## src/rtl/mem_port_arbiter_if.sv

```systemverilog
// Signal bundle between mem_port_arbiter, the Fetch/Mem requesters and the memory bus.
// The master modport is the arbiter's view; slave is the view of its surroundings.
interface mem_port_arbiter_if #(
  parameter int ADDR_WIDTH = 32,
  parameter int DATA_WIDTH = 32
);
  logic                      if_req;
  logic [ADDR_WIDTH-1:0]     if_addr;
  logic                      if_flush;
  logic [DATA_WIDTH-1:0]     if_rdata;
  logic                      if_done;
  logic                      Icache_StallReq;

  logic                      mem_req;
  logic                      mem_we;
  logic [ADDR_WIDTH-1:0]     mem_addr;
  logic [DATA_WIDTH-1:0]     mem_wdata;
  logic [DATA_WIDTH/8-1:0]   mem_be;
  logic [DATA_WIDTH-1:0]     mem_rdata;
  logic                      mem_done;
  logic                      Dcache_StallReq;

  logic                      bus_req;
  logic                      bus_we;
  logic [ADDR_WIDTH-1:0]     bus_addr;
  logic [DATA_WIDTH-1:0]     bus_wdata;
  logic [DATA_WIDTH/8-1:0]   bus_be;
  logic                      bus_gnt;
  logic                      bus_rvalid;
  logic [DATA_WIDTH-1:0]     bus_rdata;

  modport master (
    input  if_req, if_addr, if_flush,
    input  mem_req, mem_we, mem_addr, mem_wdata, mem_be,
    input  bus_gnt, bus_rvalid, bus_rdata,
    output if_rdata, if_done, Icache_StallReq,
    output mem_rdata, mem_done, Dcache_StallReq,
    output bus_req, bus_we, bus_addr, bus_wdata, bus_be
  );

  modport slave (
    output if_req, if_addr, if_flush,
    output mem_req, mem_we, mem_addr, mem_wdata, mem_be,
    output bus_gnt, bus_rvalid, bus_rdata,
    input  if_rdata, if_done, Icache_StallReq,
    input  mem_rdata, mem_done, Dcache_StallReq,
    input  bus_req, bus_we, bus_addr, bus_wdata, bus_be
  );
endinterface

```

## src/rtl/mem_port_arbiter.sv

```systemverilog
// Single-bus arbiter between instruction fetch (I) and Mem-stage data (D) ports.
// One transaction at a time; D has priority, bounded by a starvation counter for I.
module mem_port_arbiter #(
  parameter int ADDR_WIDTH   = 32,
  parameter int DATA_WIDTH   = 32,
  parameter int STARVE_LIMIT = 4
) (
  input logic                 clk,
  input logic                 rst,
  mem_port_arbiter_if.master  port
);

  localparam int         BE_WIDTH = DATA_WIDTH / 8;
  localparam logic [3:0] LIMIT    = 4'(STARVE_LIMIT);

  typedef enum logic [1:0] {
    IDLE = 2'd0,
    ADDR = 2'd1,
    WAIT = 2'd2,
    DONE = 2'd3
  } state_t;

  typedef enum logic {
    OWN_I = 1'b0,
    OWN_D = 1'b1
  } owner_t;

  state_t                 state_q,      state_d;
  owner_t                 owner_q,      owner_d;
  logic [3:0]             starve_cnt_q, starve_cnt_d;
  logic                   drop_q,       drop_d;
  logic                   we_q,         we_d;
  logic [ADDR_WIDTH-1:0]  addr_q,       addr_d;
  logic [DATA_WIDTH-1:0]  wdata_q,      wdata_d;
  logic [BE_WIDTH-1:0]    be_q,         be_d;
  logic [DATA_WIDTH-1:0]  if_rdata_q,   if_rdata_d;
  logic [DATA_WIDTH-1:0]  mem_rdata_q,  mem_rdata_d;

  logic i_elig_s;
  logic d_elig_s;
  logic starve_full_s;
  logic grant_d_s;
  logic grant_i_s;
  logic if_done_s;
  logic mem_done_s;

  // A fetch being redirected this cycle is not worth starting.
  assign i_elig_s      = port.if_req & ~port.if_flush;
  assign d_elig_s      = port.mem_req;
  assign starve_full_s = (starve_cnt_q == LIMIT);
  assign grant_d_s     = (state_q == IDLE) & d_elig_s & ~(i_elig_s & starve_full_s);
  assign grant_i_s     = (state_q == IDLE) & i_elig_s & ~grant_d_s;

  // Next-state decode of the transaction sequencer.
  always_comb begin
    state_d = state_q;
    case (state_q)
      IDLE: begin
        if (grant_d_s | grant_i_s) begin
          state_d = ADDR;
        end else begin
          state_d = IDLE;
        end
      end
      ADDR: begin
        if (port.bus_gnt) begin
          state_d = WAIT;
        end else begin
          state_d = ADDR;
        end
      end
      WAIT: begin
        if (port.bus_rvalid) begin
          state_d = DONE;
        end else begin
          state_d = WAIT;
        end
      end
      DONE:    state_d = IDLE;
      default: state_d = IDLE;
    endcase
  end

  // Owner and bus fields are captured only at grant so later requester changes cannot leak onto the bus.
  always_comb begin
    owner_d = owner_q;
    we_d    = we_q;
    addr_d  = addr_q;
    wdata_d = wdata_q;
    be_d    = be_q;
    if (grant_d_s) begin
      owner_d = OWN_D;
      we_d    = port.mem_we;
      addr_d  = port.mem_addr;
      wdata_d = port.mem_wdata;
      be_d    = port.mem_be;
    end else if (grant_i_s) begin
      owner_d = OWN_I;
      we_d    = 1'b0;
      addr_d  = port.if_addr;
      wdata_d = {DATA_WIDTH{1'b0}};
      be_d    = {BE_WIDTH{1'b1}};
    end else begin
      owner_d = owner_q;
    end
  end

  // Consecutive D grants while a fetch is waiting, saturating at the limit.
  always_comb begin
    starve_cnt_d = starve_cnt_q;
    if (grant_i_s) begin
      starve_cnt_d = 4'd0;
    end else if (grant_d_s && port.if_req) begin
      if (starve_cnt_q < LIMIT) begin
        starve_cnt_d = starve_cnt_q + 4'd1;
      end else begin
        starve_cnt_d = starve_cnt_q;
      end
    end else if ((state_q == IDLE) && !port.if_req) begin
      starve_cnt_d = 4'd0;
    end else begin
      starve_cnt_d = starve_cnt_q;
    end
  end

  // A redirect during an in-flight fetch marks its result as stale; the bus cycle still runs to completion.
  always_comb begin
    drop_d = drop_q;
    if (state_q == DONE) begin
      drop_d = 1'b0;
    end else if (((state_q == ADDR) || (state_q == WAIT)) && (owner_q == OWN_I) && port.if_flush) begin
      drop_d = 1'b1;
    end else begin
      drop_d = drop_q;
    end
  end

  // Read data lands in the owner's holding register; it keeps its value until the owner's next completion.
  always_comb begin
    if_rdata_d  = if_rdata_q;
    mem_rdata_d = mem_rdata_q;
    if ((state_q == WAIT) && port.bus_rvalid) begin
      if (owner_q == OWN_D) begin
        mem_rdata_d = port.bus_rdata;
      end else begin
        if_rdata_d  = port.bus_rdata;
      end
    end else begin
      if_rdata_d  = if_rdata_q;
    end
  end

  // State and datapath registers.
  always_ff @(posedge clk or posedge rst) begin
    if (rst) begin
      state_q      <= IDLE;
      owner_q      <= OWN_I;
      starve_cnt_q <= 4'd0;
      drop_q       <= 1'b0;
      we_q         <= 1'b0;
      addr_q       <= {ADDR_WIDTH{1'b0}};
      wdata_q      <= {DATA_WIDTH{1'b0}};
      be_q         <= {BE_WIDTH{1'b0}};
      if_rdata_q   <= {DATA_WIDTH{1'b0}};
      mem_rdata_q  <= {DATA_WIDTH{1'b0}};
    end else begin
      state_q      <= state_d;
      owner_q      <= owner_d;
      starve_cnt_q <= starve_cnt_d;
      drop_q       <= drop_d;
      we_q         <= we_d;
      addr_q       <= addr_d;
      wdata_q      <= wdata_d;
      be_q         <= be_d;
      if_rdata_q   <= if_rdata_d;
      mem_rdata_q  <= mem_rdata_d;
    end
  end

  // A redirect arriving in the completion cycle itself also hides the fetch result.
  assign if_done_s  = (state_q == DONE) & (owner_q == OWN_I) & ~drop_q & ~port.if_flush;
  assign mem_done_s = (state_q == DONE) & (owner_q == OWN_D);

  assign port.if_done         = if_done_s;
  assign port.mem_done        = mem_done_s;
  assign port.if_rdata        = if_rdata_q;
  assign port.mem_rdata       = mem_rdata_q;
  assign port.Icache_StallReq = port.if_req & ~if_done_s;
  assign port.Dcache_StallReq = port.mem_req & ~mem_done_s;

  assign port.bus_req   = (state_q == ADDR);
  assign port.bus_we    = we_q;
  assign port.bus_addr  = addr_q;
  assign port.bus_wdata = wdata_q;
  assign port.bus_be    = be_q;

endmodule

```

## src/flat_wrapper.sv

```systemverilog
// flat-port wrapper written by rule: the top's interface ports become plain ports
module mem_port_arbiter_flat 
#(
  parameter int ADDR_WIDTH   = 32,
  parameter int DATA_WIDTH   = 32,
  parameter int STARVE_LIMIT = 4
)
  (clk, rst, port_if_req, port_if_addr, port_if_flush, port_mem_req, port_mem_we, port_mem_addr, port_mem_wdata, port_mem_be, port_bus_gnt, port_bus_rvalid, port_bus_rdata, port_if_rdata, port_if_done, port_Icache_StallReq, port_mem_rdata, port_mem_done, port_Dcache_StallReq, port_bus_req, port_bus_we, port_bus_addr, port_bus_wdata, port_bus_be);
  mem_port_arbiter_if #(.ADDR_WIDTH(ADDR_WIDTH), .DATA_WIDTH(DATA_WIDTH)) port_i ();
  input logic clk;
  input logic rst;
  input wire logic [$bits(port_i.if_req)-1:0] port_if_req;
  input wire logic [$bits(port_i.if_addr)-1:0] port_if_addr;
  input wire logic [$bits(port_i.if_flush)-1:0] port_if_flush;
  input wire logic [$bits(port_i.mem_req)-1:0] port_mem_req;
  input wire logic [$bits(port_i.mem_we)-1:0] port_mem_we;
  input wire logic [$bits(port_i.mem_addr)-1:0] port_mem_addr;
  input wire logic [$bits(port_i.mem_wdata)-1:0] port_mem_wdata;
  input wire logic [$bits(port_i.mem_be)-1:0] port_mem_be;
  input wire logic [$bits(port_i.bus_gnt)-1:0] port_bus_gnt;
  input wire logic [$bits(port_i.bus_rvalid)-1:0] port_bus_rvalid;
  input wire logic [$bits(port_i.bus_rdata)-1:0] port_bus_rdata;
  output wire logic [$bits(port_i.if_rdata)-1:0] port_if_rdata;
  output wire logic [$bits(port_i.if_done)-1:0] port_if_done;
  output wire logic [$bits(port_i.Icache_StallReq)-1:0] port_Icache_StallReq;
  output wire logic [$bits(port_i.mem_rdata)-1:0] port_mem_rdata;
  output wire logic [$bits(port_i.mem_done)-1:0] port_mem_done;
  output wire logic [$bits(port_i.Dcache_StallReq)-1:0] port_Dcache_StallReq;
  output wire logic [$bits(port_i.bus_req)-1:0] port_bus_req;
  output wire logic [$bits(port_i.bus_we)-1:0] port_bus_we;
  output wire logic [$bits(port_i.bus_addr)-1:0] port_bus_addr;
  output wire logic [$bits(port_i.bus_wdata)-1:0] port_bus_wdata;
  output wire logic [$bits(port_i.bus_be)-1:0] port_bus_be;
  assign port_i.if_req = port_if_req;
  assign port_i.if_addr = port_if_addr;
  assign port_i.if_flush = port_if_flush;
  assign port_i.mem_req = port_mem_req;
  assign port_i.mem_we = port_mem_we;
  assign port_i.mem_addr = port_mem_addr;
  assign port_i.mem_wdata = port_mem_wdata;
  assign port_i.mem_be = port_mem_be;
  assign port_i.bus_gnt = port_bus_gnt;
  assign port_i.bus_rvalid = port_bus_rvalid;
  assign port_i.bus_rdata = port_bus_rdata;
  assign port_if_rdata = port_i.if_rdata;
  assign port_if_done = port_i.if_done;
  assign port_Icache_StallReq = port_i.Icache_StallReq;
  assign port_mem_rdata = port_i.mem_rdata;
  assign port_mem_done = port_i.mem_done;
  assign port_Dcache_StallReq = port_i.Dcache_StallReq;
  assign port_bus_req = port_i.bus_req;
  assign port_bus_we = port_i.bus_we;
  assign port_bus_addr = port_i.bus_addr;
  assign port_bus_wdata = port_i.bus_wdata;
  assign port_bus_be = port_i.bus_be;
  mem_port_arbiter #(.ADDR_WIDTH(ADDR_WIDTH), .DATA_WIDTH(DATA_WIDTH), .STARVE_LIMIT(STARVE_LIMIT)) u_core (.clk(clk), .rst(rst), .port(port_i));
endmodule
```

## config.mk

```make
export PLATFORM = sky130hd
export DESIGN_NAME = mem_port_arbiter_flat
export DESIGN_NICKNAME = d
export VERILOG_FILES = /design/src/rtl/mem_port_arbiter_if.sv /design/src/rtl/mem_port_arbiter.sv /design/src/flat_wrapper.sv
export SDC_FILE = /design/constraint.sdc
export NUM_CORES = 1
export LEC_CHECK = 0
export ABC_AREA = 1
export BUFFER_PORTS_ARGS = -buffer_cell sky130_fd_sc_hd__buf_2
export CAP_MARGIN = 20
export CORE_MARGIN = 2
export CORE_UTILIZATION = 43
export CTS_CLUSTER_DIAMETER = 100
export DETAILED_ROUTE_END_ITERATION = 6
export PLACE_DENSITY = 0.75
export SETUP_SLACK_MARGIN = 0.2
export SYNTH_ARGS = -nofsm -noshare
export SYNTH_HDL_FRONTEND = slang
export SYNTH_SLANG_ARGS = --single-unit
```

## constraint.sdc

```tcl
create_clock -name clk -period 5.5 [get_ports clk]
set_input_delay 0.825 -clock clk [delete_from_list [all_inputs] [get_ports clk]]
set_output_delay 0.825 -clock clk [all_outputs]
set_load 0.02 [all_outputs]
```

Word level (Yosys, flattened, before mapping) --
Index checks and enable logic that the tools add are counted.
Storage, ports and cells: memories 0, bits in latches 0, bits in writable memories 0, logic and storage cells 70, output and inout port bits 138, bits of input ports 140, register bits after elaboration 141, bits in read-only memories 0
Operators by class: muxes and demuxes 19, equality and inequality tests 5, multiply operators 0, bitwise gates (word level) 20, order comparisons 1, shift-type cells 0, reductions and logical operators 14, $add $sub $neg 1, divide/modulo/power cells 0
Operator list (number):
- $mux 32 | 4
- $mux 4 | 6
- $and 1x1->1 | 12
- $pmux 2 s4 | 1
- $mux 1 | 7
- $not 1->1 | 7
- $reduce_and 2->1 | 3
- $logic_and 1x1->1 | 5
- $add 4x1->4 const B | 1
- $eq 2x2->1 const B | 2
- $eq 4x3->1 const B | 1
- $lt 4x3->1 const B | 1
- $reduce_bool 2->1 | 2
- $ne 3x2->1 const B | 1
- $reduce_bool 3->1 | 1
- $eq 2x1->1 const B | 1
- $logic_not 2->1 | 1
- $mux 2 | 1
- $logic_not 1->1 | 1
- $logic_or 1x1->1 | 1
- $or 1x1->1 | 1

Logic depth before layout (Yosys ltp) --
Gate-level depths: netlist of run 1.
depth after elaboration 10, mapped depth 11, depth with buffers taken out 10

Worst setup path after synthesis of run 1 --
No wires, ideal clock.
path type input -> output, start point input port port_if_flush, end point output port port_Icache_StallReq, setup slack 3.330 ns, arrival time 1.345 ns, stages 2, buffers on the path 0, cell sequence nor2_1 > nor2_1
On the way: cells in the longest elaborated chain, start to end 4
RTL lines:
- start: declaration | RTL line flat_wrapper.sv:14 | input wire logic [$bits(port_i.if_flush)-1:0] port_if_flush;
- $not 1->1 | RTL line mem_port_arbiter.sv:181 | assign if_done_s = (state_q == DONE) & (owner_q == OWN_I) & ~drop_q & ~port.if_flush;
- $and 1x1->1 | RTL line mem_port_arbiter.sv:181
- $not 1->1 | RTL line mem_port_arbiter.sv:188 | assign port.Icache_StallReq = port.if_req & ~if_done_s;
- $and 1x1->1 | RTL line mem_port_arbiter.sv:188
- end: declaration | RTL line flat_wrapper.sv:25 | output wire logic [$bits(port_i.Icache_StallReq)-1:0] port_Icache_StallReq;
Every way passes these cells.

Final worst setup path of run 1 --
start point register u_core.state_q[0], end point output port port_Icache_StallReq
On the way: cells in the longest elaborated chain, start to end 6
RTL lines:
- start: declaration | RTL line mem_port_arbiter.sv:28 | state_t state_q, state_d;
- start signal: assignment | RTL line mem_port_arbiter.sv:167 | state_q <= state_d;
- $eq 2x2->1 | RTL line mem_port_arbiter.sv:181
- $and 1x1->1 (3 in a row) | RTL line mem_port_arbiter.sv:181
- $not 1->1 | RTL line mem_port_arbiter.sv:188
- $and 1x1->1 | RTL line mem_port_arbiter.sv:188
Every way passes these cells.

==> results of run 1 <==
-- power by group through the flow --
| stage | Combinational [mW] | Sequential [mW] | Clock [mW] |
|---|---|---|---|
| 3_3_place_gp | 2.00 | 1.80 | 0 |
| 4_1_cts | 2.04 | 1.80 | 1.21 |
| 5_1_grt | 2.22 | 1.86 | 1.26 |
| 3_5_place_dp | 2.04 | 1.80 | 0 |
| 2_1_floorplan | 0.728 | 2.39 | 0 |
| 6_report | 2.03 | 1.80 | 1.18 |
-- worst min-delay path, delay by kind of cell (launching register included) --
| kind | cells | cell delay [ps] |
|---|---|---|
| flops | 1 | 340 |
| simple gates | 2 | 100 |
-- registers in the layout, summed over array words and instances (netlist names), named ones only --
| signal | count |
|---|---|
| u_core.owner_q | 1 |
| u_core.port.bus_wdata | 32 |
| u_core.port.bus_addr | 32 |
| u_core.starve_cnt_q | 4 |
| u_core.drop_q | 1 |
| u_core.port.if_rdata | 32 |
| u_core.port.mem_rdata | 32 |
| u_core.state_q | 1 |
| u_core.port.bus_be | 4 |
| u_core.port.bus_we | 1 |
-- synth_stat cells --
master,instances,share of area (%)
sky130_fd_sc_hd__dfrtp_1,141,61
sky130_fd_sc_hd__a21boi_0,1,0.13
sky130_fd_sc_hd__a211oi_1,1,0.13
sky130_fd_sc_hd__buf_2,7,0.60
sky130_fd_sc_hd__a31oi_1,6,0.65
sky130_fd_sc_hd__nor2_4,1,0.19
sky130_fd_sc_hd__nand3_1,121,10
sky130_fd_sc_hd__xnor2_1,1,0.15
sky130_fd_sc_hd__inv_2,3,0.19
sky130_fd_sc_hd__inv_4,1,0.11
sky130_fd_sc_hd__nand2_2,2,0.22
sky130_fd_sc_hd__o21ai_0,66,5.7
sky130_fd_sc_hd__nand4_1,1,0.11
sky130_fd_sc_hd__o22ai_1,4,0.43
sky130_fd_sc_hd__or2_2,1,0.11
sky130_fd_sc_hd__ha_1,7,1.5
sky130_fd_sc_hd__buf_4,3,0.39
sky130_fd_sc_hd__clkbuf_1,24,1.6
sky130_fd_sc_hd__buf_6,3,0.58
sky130_fd_sc_hd__inv_1,49,3.2
sky130_fd_sc_hd__nand2_4,2,0.39
sky130_fd_sc_hd__nand2_1,180,12
sky130_fd_sc_hd__a21oi_1,2,0.17
sky130_fd_sc_hd__nor2_1,12,0.78
-- worst max path at each step --
stage | to | cells past startpoint
after floorplan | asynchronous set/reset pin | 1
after global placement | u_core.port.bus_addr[31] | 9
after detailed placement | u_core.port.bus_addr[7] | 9
after CTS | port_Icache_StallReq | 5
after global routing | port_Icache_StallReq | 5
final | port_Icache_StallReq | 5
-- cells by family (layout without fill, tap and decap cells) --
logic type | Yosys count | in the layout | synth area share, %
AO/OA/AOI/OAI | 80 | 80 | 7.19
XOR/XNOR | 1 | 1 | 0.151
adder cells (fa/ha/maj) | 7 | 7 | 1.51
buffers and inverters | 90 | 366 | 6.59
flip-flops | 141 | 141 | 60.7
AND/OR/NAND/NOR | 320 | 320 | 23.8
-- layer usage --
metal  vias to the layer above  GRT usage [%]  wire, um
li1                       2603              -         -
met1                      2499           28.9      6630
met2                       235           35.3      7640
met3                        21           8.40      1570
met4                         0           9.30       316
met5                         -              0         0
-- layout make-up --
cell class              count  area, um2  share of cell area, %
well taps                 176        220                   2.79
multi-input cells         408       1900                   24.1
clock inverters            12        159                   2.01
repair buffers            281       1430                   18.1
clock buffers              20        457                   5.78
inverters                  53        206                   2.61
flip-flops and latches    141       3530                   44.6
-- per-stage QoR --
stage                     cells  total power, mW  setup slack (ps)  cell area (um2)
after CTS                  1090             5.05              3180             7880
after detailed placement   1058             3.85              3010             7270
after floorplan             639             3.11               894             5810
final                      1091             5.01              3200             7900
after global routing       1091             5.34              3050             7900
after global placement     1058             3.80              3070             7270
==> metrics.yaml, run 1 <==
layout:
  area_added_between_synthesis_and_finish_pct: 36.0
  most-common-layout-cells: "sky130_fd_sc_hd__buf_2 (277), sky130_fd_sc_hd__nand2_1 (178), sky130_fd_sc_hd__dfrtp_1 (141), sky130_fd_sc_hd__nand3_1 (121), sky130_fd_sc_hd__o21ai_0 (66)"
  n_fill_cell: 1209
  final_nets: 1049
  antenna_cells: 0
  most_common_cell_after_layout_fill_and_taps_aside: "sky130_fd_sc_hd__buf_2"
  post_route_cells_drive_above_1_share_pct: 35.5
  final_core_utilization_pct: 59.7
worst_setup_path:
  critPathArrivalTime_ps: 1470
  rr_worst_depth: 9
  crit-reg2reg-capture: "u_core.port.bus_addr[7]"
  worstSetupEndpointType: "output pin"
  worst_r2r_startpoint: "u_core.state_q[0]"
  worst_path_most_repeated_cell: "sky130_fd_sc_hd__nor2_1"
  timing.critical_path.required_ps: 4680
  critical_path.slowest_cell: "sky130_fd_sc_hd__dfrtp_1"
  startpoint_type: "flop"
  cp.buffers_inverters: 1
  worstPathMaxFanout: 5
  timing.setup.critical_path_class: "flop to output pin"
  slowest_delay_ps: 420
  reg2reg_slack_ps: 3300
  cp-startpoint: "u_core.state_q[0]"
  timing.critical_path.cells: "ha_1 -> nand3_1 -> nor2_1 -> nor2_1 -> buf_2"
  critical_path.top_delay_family: "flip-flops"
timing:
  maxSlewViolCount: 0
  finalHoldViolations: 0
  fin_crit_period_ps: 2300
  rsz0062_at_grt: "false"
  timing.fmax_mhz: 435
  finalCritPeriodShare_pct: 41.8
  fin_worst_skew_ps: 14.1
  setup_total_negative_slack_ps: 0
  max-slew-margin-rel_pct: 33.8
  hold_slack_ps: 466
  report.final.setup_viol: 0
  worst_slew_pin_slew_ps: 990
power:
  combinational_fraction_of_design_power_pct: 40.5
  power.leakage_nw: 4.46
  share_clk_of_total_power_pct: 23.6
  portion_of_total_power_attributed_to_sequential_cells_pct: 36.0
  power.ir.vdd_worst_mv: 0.327
  internal_power_mw: 2.93
  total_switching_power_mw: 2.08
  power_density_nw_per_um2: 634
  sw_frac_of_total_pct: 41.5
routing:
  drtAntennaViolNets: 0
  drt-initial-drc-count: 295
  routed-via-count: 5358
  drt-pass1-iter-count: 5
  wirelength_um: 16200
  vias_per_cell: 4.91
  wl_per_cell_um: 14.8
  drc_errors: 0
logic_synthesis:
  synth.cell_area_um2: 5810
  netlist-cell-type-count: 24
  postSynthCellCount: 639
  synth_seq_cells: 141
  yosys_warnings: 0
  synth_seq_area_share_pct: 60.7
  synthesized_nets: 786
  synthesis.area_per_instance_um2: 9.09
min_path:
  timing.hold.worst.class: "flop to flop"
  holdPathStages: 2
  worst_hold_startpoint: "u_core.port.bus_wdata[26]"
  hold-path-endpoint: "u_core.port.bus_wdata[26]"
job:
  cap_violations: 0
cts:
  cts.root.buffer_cell: "sky130_fd_sc_hd__clkbuf_16"
  hold_bufs_inserted_after_cts: 0
  cts_tree: "built"
  cts-buffers-inserted: 17
  clk_latency_ps: 420
  path_clk_slew_ps: 60
  post-cts-setup-buffer-count: 0
  clkSinkCount: 141
  h-tree-depth: 4
  max-clock-path-buffers: 2
  post_cts_resize_count: 0
global_route:
  first_pass_grt_wire_length_um: 25800
  antenna_violations_before_repair: 0
  pin_count_of_the_biggest_net_entering_global_routing: 97
  gr-total-overflow: 0
  vias_in_the_first_global_route: 5154
  grt_use_total_pct: 22.8
floorplan:
  core_um2: 13200
  floorplan.die_area_um2: 14500
  ios: 278
  initial_core_utilization_pct: 43.9
  die_width_um: 120
  placementRows: 42
  die_h_um: 120
placement:
  port_buffers: 277
  dp.final_hpwl_um: 11200
  weighted_congestion_reported_at_the_end_of_routability_driven_placement: 0.845
run_status:
  outcome: "completed"
Power figures use the tool's default switching activity.
==> inputs of run 2 (changes only) <==
--- a/config.mk
+++ b/config.mk
@@ -5,14 +5,14 @@
 export SDC_FILE = /design/constraint.sdc
 export NUM_CORES = 1
 export LEC_CHECK = 0
-export ABC_AREA = 1
+export ABC_AREA = 0
 export BUFFER_PORTS_ARGS = -buffer_cell sky130_fd_sc_hd__buf_2
 export CAP_MARGIN = 20
 export CORE_MARGIN = 2
-export CORE_UTILIZATION = 43
+export CORE_UTILIZATION = 42
 export CTS_CLUSTER_DIAMETER = 100
 export DETAILED_ROUTE_END_ITERATION = 6
-export PLACE_DENSITY = 0.75
+export PLACE_DENSITY = 0.77
 export SETUP_SLACK_MARGIN = 0.2
 export SYNTH_ARGS = -nofsm -noshare
 export SYNTH_HDL_FRONTEND = slang
==> constraint.sdc (replaced) <==
create_clock -name clk -period 2.1 [get_ports clk]
set_input_delay 0.315 -clock clk [delete_from_list [all_inputs] [get_ports clk]]
set_output_delay 0.315 -clock clk [all_outputs]
set_load 0.02 [all_outputs]
==> metrics.yaml, run 2 <==
cts:
  clk_latency_ps: 410  # about the same
  path_clk_slew_ps: 60  # about the same
  cts.root.buffer_cell: "sky130_fd_sc_hd__clkbuf_16"
  h-tree-depth: 4  # unchanged
  cts-buffers-inserted: 17  # unchanged
  cts_tree: "built"
  clkSinkCount: 141  # unchanged
  max-clock-path-buffers: 2  # unchanged
worst_setup_path:
  slowest_delay_ps: 390  # -30 ps
  timing.setup.critical_path_class: "flop to output pin"
  worstSetupEndpointType: "output pin"
  timing.critical_path.cells: "ha_2 -> nor4b_4 -> nor2b_1 -> buf_2"
  critPathArrivalTime_ps: 1470  # about the same
  cp.buffers_inverters: 1  # unchanged
  worstPathMaxFanout: 4  # -1
  startpoint_type: "flop"
  critical_path.top_delay_family: "flip-flops"
  critical_path.slowest_cell: "sky130_fd_sc_hd__dfrtp_1"
  timing.critical_path.required_ps: 1780  # -2900 ps
logic_synthesis:
  yosys_warnings: 0  # unchanged
  post_synth_main_area_contributors: "sky130_fd_sc_hd__dfrtp_1 (61%), sky130_fd_sc_hd__mux2_2 (13%), sky130_fd_sc_hd__nand2_1 (6.7%), sky130_fd_sc_hd__mux2i_1 (5.7%), sky130_fd_sc_hd__o21ai_0 (5.3%)"
  ys.flop_type: "sky130_fd_sc_hd__dfrtp_1"
  synth_top_cells_by_count: "sky130_fd_sc_hd__dfrtp_1 (141), sky130_fd_sc_hd__nand2_1 (104), sky130_fd_sc_hd__mux2_2 (65), sky130_fd_sc_hd__o21ai_0 (62), sky130_fd_sc_hd__mux2i_1 (33)"
  netlist-cell-type-count: 27  # +13%
  yosysMostFrequentCell: "sky130_fd_sc_hd__dfrtp_1"
  netlist.area_leader.share_pct: 60.8  # +0.079 points
  synth_seq_cells: 141  # unchanged
  synthesis.area_per_instance_um2: 11.9  # +31%
  synth-edff-count: 0  # unchanged
  postSynthCellCount: 487  # -24%
  yosys.area.top_type: "sky130_fd_sc_hd__dfrtp_1"
  synth_seq_area_share_pct: 60.8  # +0.079 points
  synthesized_nets: 634  # -19%
  synthArstFlopShare_pct: 100  # unchanged
  synth.cell_area_um2: 5800  # -0.13%
routing:
  drtAntennaViolNets: 0  # unchanged
  vias_per_cell: 4.83  # -1.7%
  drc_errors: 0  # unchanged
  drt-pass1-iter-count: 4  # -1
  wirelength_um: 14300  # -12%
  routed-via-count: 4621  # -14%
  drt-initial-drc-count: 165  # -44%
  wl_per_cell_um: 14.9  # +0.85%
placement:
  placement.setup.worst_slack_ps: 294  # -2720 ps
  dpl-instance-area_um2: 7430  # +2.3%
  dp.final_hpwl_um: 10200  # -9.1%
  weighted_congestion_reported_at_the_end_of_routability_driven_placement: 0.803  # -5.0%
  port_buffers: 277  # unchanged
layout:
  area_added_between_synthesis_and_finish_pct: 39.9
  fin_area_um2: 8120  # +2.7%
  final_core_utilization_pct: 60.8  # +1.1 points
  n_fill_cell: 1117  # -7.6%
  most-common-layout-cells: "sky130_fd_sc_hd__buf_2 (277), sky130_fd_sc_hd__dfrtp_1 (141), sky130_fd_sc_hd__nand2_1 (104), sky130_fd_sc_hd__mux2_2 (65), sky130_fd_sc_hd__o21ai_0 (62)"
  most_common_cell_after_layout_fill_and_taps_aside: "sky130_fd_sc_hd__buf_2"
  post_route_cells_drive_above_1_share_pct: 50.1  # +15 points
  final_nets: 915  # -13%
global_route:
  grt_use_total_pct: 19.5  # -3.3 points
  gr-total-overflow: 0  # unchanged
  globalRoute.busiestLayer: "met2"
  use_met1_pct: 23.6  # -5.3 points
  globalRouteMet3Util_pct: 5.29  # -3.1 points
  first_pass_grt_wire_length_um: 22500  # -13%
  gr-usage-met2_pct: 33.2  # -2.2 points
  pin_count_of_the_biggest_net_entering_global_routing: 82  # -15%
  antenna_violations_before_repair: 1  # +1
  vias_in_the_first_global_route: 4500  # -13%
power:
  power_density_nw_per_um2: 1620  # +160%
  power.ir.vdd_worst_mv: 0.825  # +150%
  power.leakage_nw: 4.17  # -6.6%
floorplan:
  die_h_um: 122  # +1.1%
  ios: 278  # unchanged
  core_um2: 13300  # +0.79%
  initial_core_utilization_pct: 43.5  # -0.40 points
  floorplan.die_area_um2: 14800  # +2.2%
  placementRows: 42  # unchanged
  die_width_um: 122  # +1.1%
timing:
  setup_total_negative_slack_ps: 0  # unchanged
  maxSlewViolCount: 0  # unchanged
  fin_worst_skew_ps: 4.41  # -9.67 ps
  worst_slew_pin_slew_ps: 454  # -536 ps
  finalHoldViolations: 0  # unchanged
  timing.fmax_mhz: 559
  finalCritPeriodShare_pct: 85.2
  report.final.setup_viol: 0  # unchanged
  layout_setup_ws_ps: 310  # -2890 ps
  rsz0062_at_grt: "false"
  max-slew-margin-rel_pct: 69.7  # +36 points
  fin_crit_period_ps: 1790
run_status:
  outcome: "completed"
min_path:
  timing.hold.worst.class: "primary input to asynchronous set/reset pin"
job:
  cap_violations: 0  # unchanged
-- run 2: power breakdown --
group / switching (mW) / internal [mW]
registers: 0.671 / 4.01
logic: 3.32 / 2.12
clock network: 1.09 / 1.93
total: 5.07 / 8.06
-- run 2: worst register-to-register path, stage by stage, from the launching register on --
cell and delay (ps):
sky130_fd_sc_hd__dfrtp_1 410, sky130_fd_sc_hd__inv_1 120, sky130_fd_sc_hd__ha_2 240, sky130_fd_sc_hd__nand2_1 120
sky130_fd_sc_hd__a21oi_4 240, sky130_fd_sc_hd__buf_12 260, sky130_fd_sc_hd__nand2_1 140, sky130_fd_sc_hd__o21ai_0 90
-- run 2: kinds of logic (layout without fill, tap and decap cells) --
logic type,after synthesis,after routing,synth area share (%)
flops,141,141,60.8
compound gates,79,79,7.14
buf+inv,39,332,3.49
fa+ha+maj,7,7,1.51
mux,98,98,18.3
simple gates,123,123,8.75
other cells,0,1,0
-- run 2: per-stage QoR --
stage	cells	hold WS, ps	power, mW
2_1_floorplan	487	432	8.13
3_3_place_gp	921	465	9.95
3_5_place_dp	921	458	10.1
4_1_cts	952	19.4	13.2
5_1_grt	957	47.3	14.0
6_report	957	13.7	13.1
-- run 2: routing by layer --
metal	vias to the layer above	wire length (um)
met1	2197	5810
met3	22	1070
met5	-	0
met2	183	7110
met4	0	300
li1	2219	-
-- run 2: repair_timing --
item	CTS	global route
cloned	0	2
hold buffers	0	0
setup buffers	0	2
setup endpoints to repair	1	31
resized for setup	1	3
hold endpoints to repair	0	0
-- run 2: path summary, 6_finish.rpt --
kind | start | endpoint | slack (ps) | depth (start not counted)
max | u_core.state_q[0] | port_Icache_StallReq | 310 | 4
min | rst | u_core.port.if_rdata[22] | 10 | 3
max reg2reg | u_core.state_q[0] | u_core.port.bus_we | 420 | 7
min reg2reg | u_core.port.mem_rdata[23] | u_core.port.mem_rdata[23] | 500 | 1
max in group asynchronous | rst | u_core.port.bus_wdata[3] | 1680 | 3
min in group clk | port_mem_addr[22] | u_core.port.bus_addr[22] | 110 | 3
-- run 2: area by class of cell --
type	count	area [um2]	share of cell area [%]
Tap cell	176	220	2.71
Clock inverter	9	135	1.66
Clock buffer	22	464	5.72
Sequential cell	141	3530	43.5
Multi-Input combinational cell	307	2100	25.9
Timing Repair Buffer	290	1620	19.9
Inverter	11	45.0	0.555
Antenna cell	1	2.50	0.0308
==> inputs of run 3 (changes only) <==
==> constraint.sdc (replaced) <==
create_clock -name clk -period 2.1 [get_ports clk]
set_input_delay 0.315 -clock clk [delete_from_list [all_inputs] [get_ports clk]]
set_output_delay 0.315 -clock clk [all_outputs]
set_load 0.1 [all_outputs]
==> metrics.yaml, run 3 (synthesized netlist as in run 2, its figures left out) <==
run_status:
  outcome: "completed"
global_route:
  pin_count_of_the_biggest_net_entering_global_routing: 80  # -2.4%
  antenna_violations_before_repair: 1  # unchanged
  grt_use_total_pct: 19.3  # -0.24 points
  gr-total-overflow: 0  # unchanged
  first_pass_grt_wire_length_um: 21800  # -2.9%
  vias_in_the_first_global_route: 4426  # -1.6%
routing:
  wirelength_um: 14600  # +2.2%
  drt-pass1-iter-count: 4  # unchanged
  drtAntennaViolNets: 0  # unchanged
  drt-initial-drc-count: 231  # +40%
  drc_errors: 0  # unchanged
  vias_per_cell: 4.77  # -1.3%
  wl_per_cell_um: 15.2  # +1.6%
  routed-via-count: 4591  # -0.65%
cts:
  max-clock-path-buffers: 2  # unchanged
  clkSinkCount: 141  # unchanged
  cts-buffers-inserted: 17  # unchanged
  h-tree-depth: 4  # unchanged
  cts.root.buffer_cell: "sky130_fd_sc_hd__clkbuf_16"
  clk_latency_ps: 410  # about the same
  path_clk_slew_ps: 60  # about the same
  hold_bufs_inserted_after_cts: 0  # unchanged
  cts_tree: "built"
layout:
  area_added_between_synthesis_and_finish_pct: 42.6
  post_route_cells_drive_above_1_share_pct: 51.4  # +1.3 points
  most-common-layout-cells: "sky130_fd_sc_hd__buf_2 (272), sky130_fd_sc_hd__dfrtp_1 (141), sky130_fd_sc_hd__nand2_1 (104), sky130_fd_sc_hd__mux2_2 (65), sky130_fd_sc_hd__o21ai_0 (62)"
  multi_input_comb_area_um2: 2140  # +1.5%
  final_nets: 920  # +0.55%
  register_area_um2: 3530  # unchanged
  n_fill_cell: 1104  # -1.2%
  most_common_cell_after_layout_fill_and_taps_aside: "sky130_fd_sc_hd__buf_2"
timing:
  fin_worst_skew_ps: 5.73  # +1.31 ps
  maxSlewViolCount: 0  # unchanged
  report.final.setup_viol: 0  # unchanged
  setup_total_negative_slack_ps: 0  # unchanged
  fin_crit_period_ps: 1900  # +113 ps
  worst_slew_pin_slew_ps: 513  # +59.0 ps
  max-slew-margin-rel_pct: 66.0  # -3.7 points
  timing.fmax_mhz: 526  # -5.9%
  rsz0062_at_grt: "true"
  finalCritPeriodShare_pct: 90.6  # +5.4 points
  finalHoldViolations: 0  # unchanged
worst_setup_path:
  worstPathMaxFanout: 3  # -1
  worst_r2r_startpoint: "u_core.state_q[0]"
  rr_worst_depth: 8  # +1
  timing.setup.critical_path_class: "flop to output pin"
  timing.critical_path.required_ps: 1780  # about the same
  worstSetupEndpointType: "output pin"
  startpoint_type: "flop"
  critPathArrivalTime_ps: 1590  # +120 ps
job:
  cap_violations: 0  # unchanged
placement:
  port_buffers: 277  # unchanged
  dp.final_hpwl_um: 10300  # +0.76%
  weighted_congestion_reported_at_the_end_of_routability_driven_placement: 0.792  # -1.4%
floorplan:
  core_um2: 13300  # unchanged
  floorplan.die_area_um2: 14800  # unchanged
  die_width_um: 122  # unchanged
  placementRows: 42  # unchanged
  die_h_um: 122  # unchanged
  ios: 278  # unchanged
  initial_core_utilization_pct: 43.5  # unchanged
min_path:
  timing.hold.worst.class: "primary input to asynchronous set/reset pin"
[run 3: cell types whose count changed in the layout (fill, tap and decap cells not counted), moves of 3 or more]
| cell | change |
|---|---|
| sky130_fd_sc_hd__buf_4 | +8 |
| sky130_fd_sc_hd__buf_2 | -5 |
| sky130_fd_sc_hd__clkbuf_1 | -3 |
| sky130_fd_sc_hd__clkinv_4 | +3 |
[run 3: layout make-up]
| class | count | area share (%) |
|---|---|---|
| antenna | 1 | 0.0302 |
| clock buffer | 19 | 5.47 |
| clock inverter | 13 | 2.25 |
| inverter | 11 | 0.544 |
| multi-input combinational | 307 | 25.8 |
| sequential | 141 | 42.6 |
| tap | 176 | 2.66 |
| timing repair buffer | 295 | 20.6 |
[run 3: worst max-delay path, cell delays in order (launching register included)]
cell	delay [ps]
sky130_fd_sc_hd__dfrtp_1	400
sky130_fd_sc_hd__ha_2	190
sky130_fd_sc_hd__nor4b_4	130
sky130_fd_sc_hd__buf_4	140
sky130_fd_sc_hd__nor2b_4	120
sky130_fd_sc_hd__buf_12	180
[run 3: path summary, 6_finish.rpt]
path	endpoint	slack, ps
worst max-delay path	port_Icache_StallReq	200
worst min-delay path	u_core.port.bus_addr[28]	20
worst max register to register	u_core.port.bus_wdata[1]	330
worst min register to register	u_core.port.if_rdata[6]	500
max in group asynchronous	u_core.port.if_rdata[9]	1710
min in group clk	u_core.port.bus_wdata[25]	100
[run 3: metal layers]
layer	wire length (um)	track usage [%]	part of all wire [%]
met1	5890	22.7	40
met2	7390	32.4	51
met3	923	4.82	6.3
met4	402	10.5	2.8
met5	0	0	0
[run 3: what timing repair did]
item / CTS / global route
endpoints found under the setup margin: 5 / 73
gates cloned: 0 / 2
setup buffers: 3 / 4
gates resized for setup: 7 / 9
[run 3: per-stage QoR]
stage | utilization [%] | instances | worst slack (ps) | instance area (um2) | hold WS, ps
final | 62.0 | 963 | 198 | 8270 | 17.2
after global routing | 62.0 | 963 | 142 | 8270 | 38.0
after detailed placement | 55.9 | 921 | 279 | 7460 | 475
after CTS | 61.0 | 956 | 143 | 8150 | 29.3
after global placement | 55.9 | 921 | 401 | 7460 | 482
after floorplan | - | 487 | -257 | 5840 | 432
Power of run 3 is not shown: default switching activity piles up to over one toggle a cycle in this logic, so the estimate is an artifact.
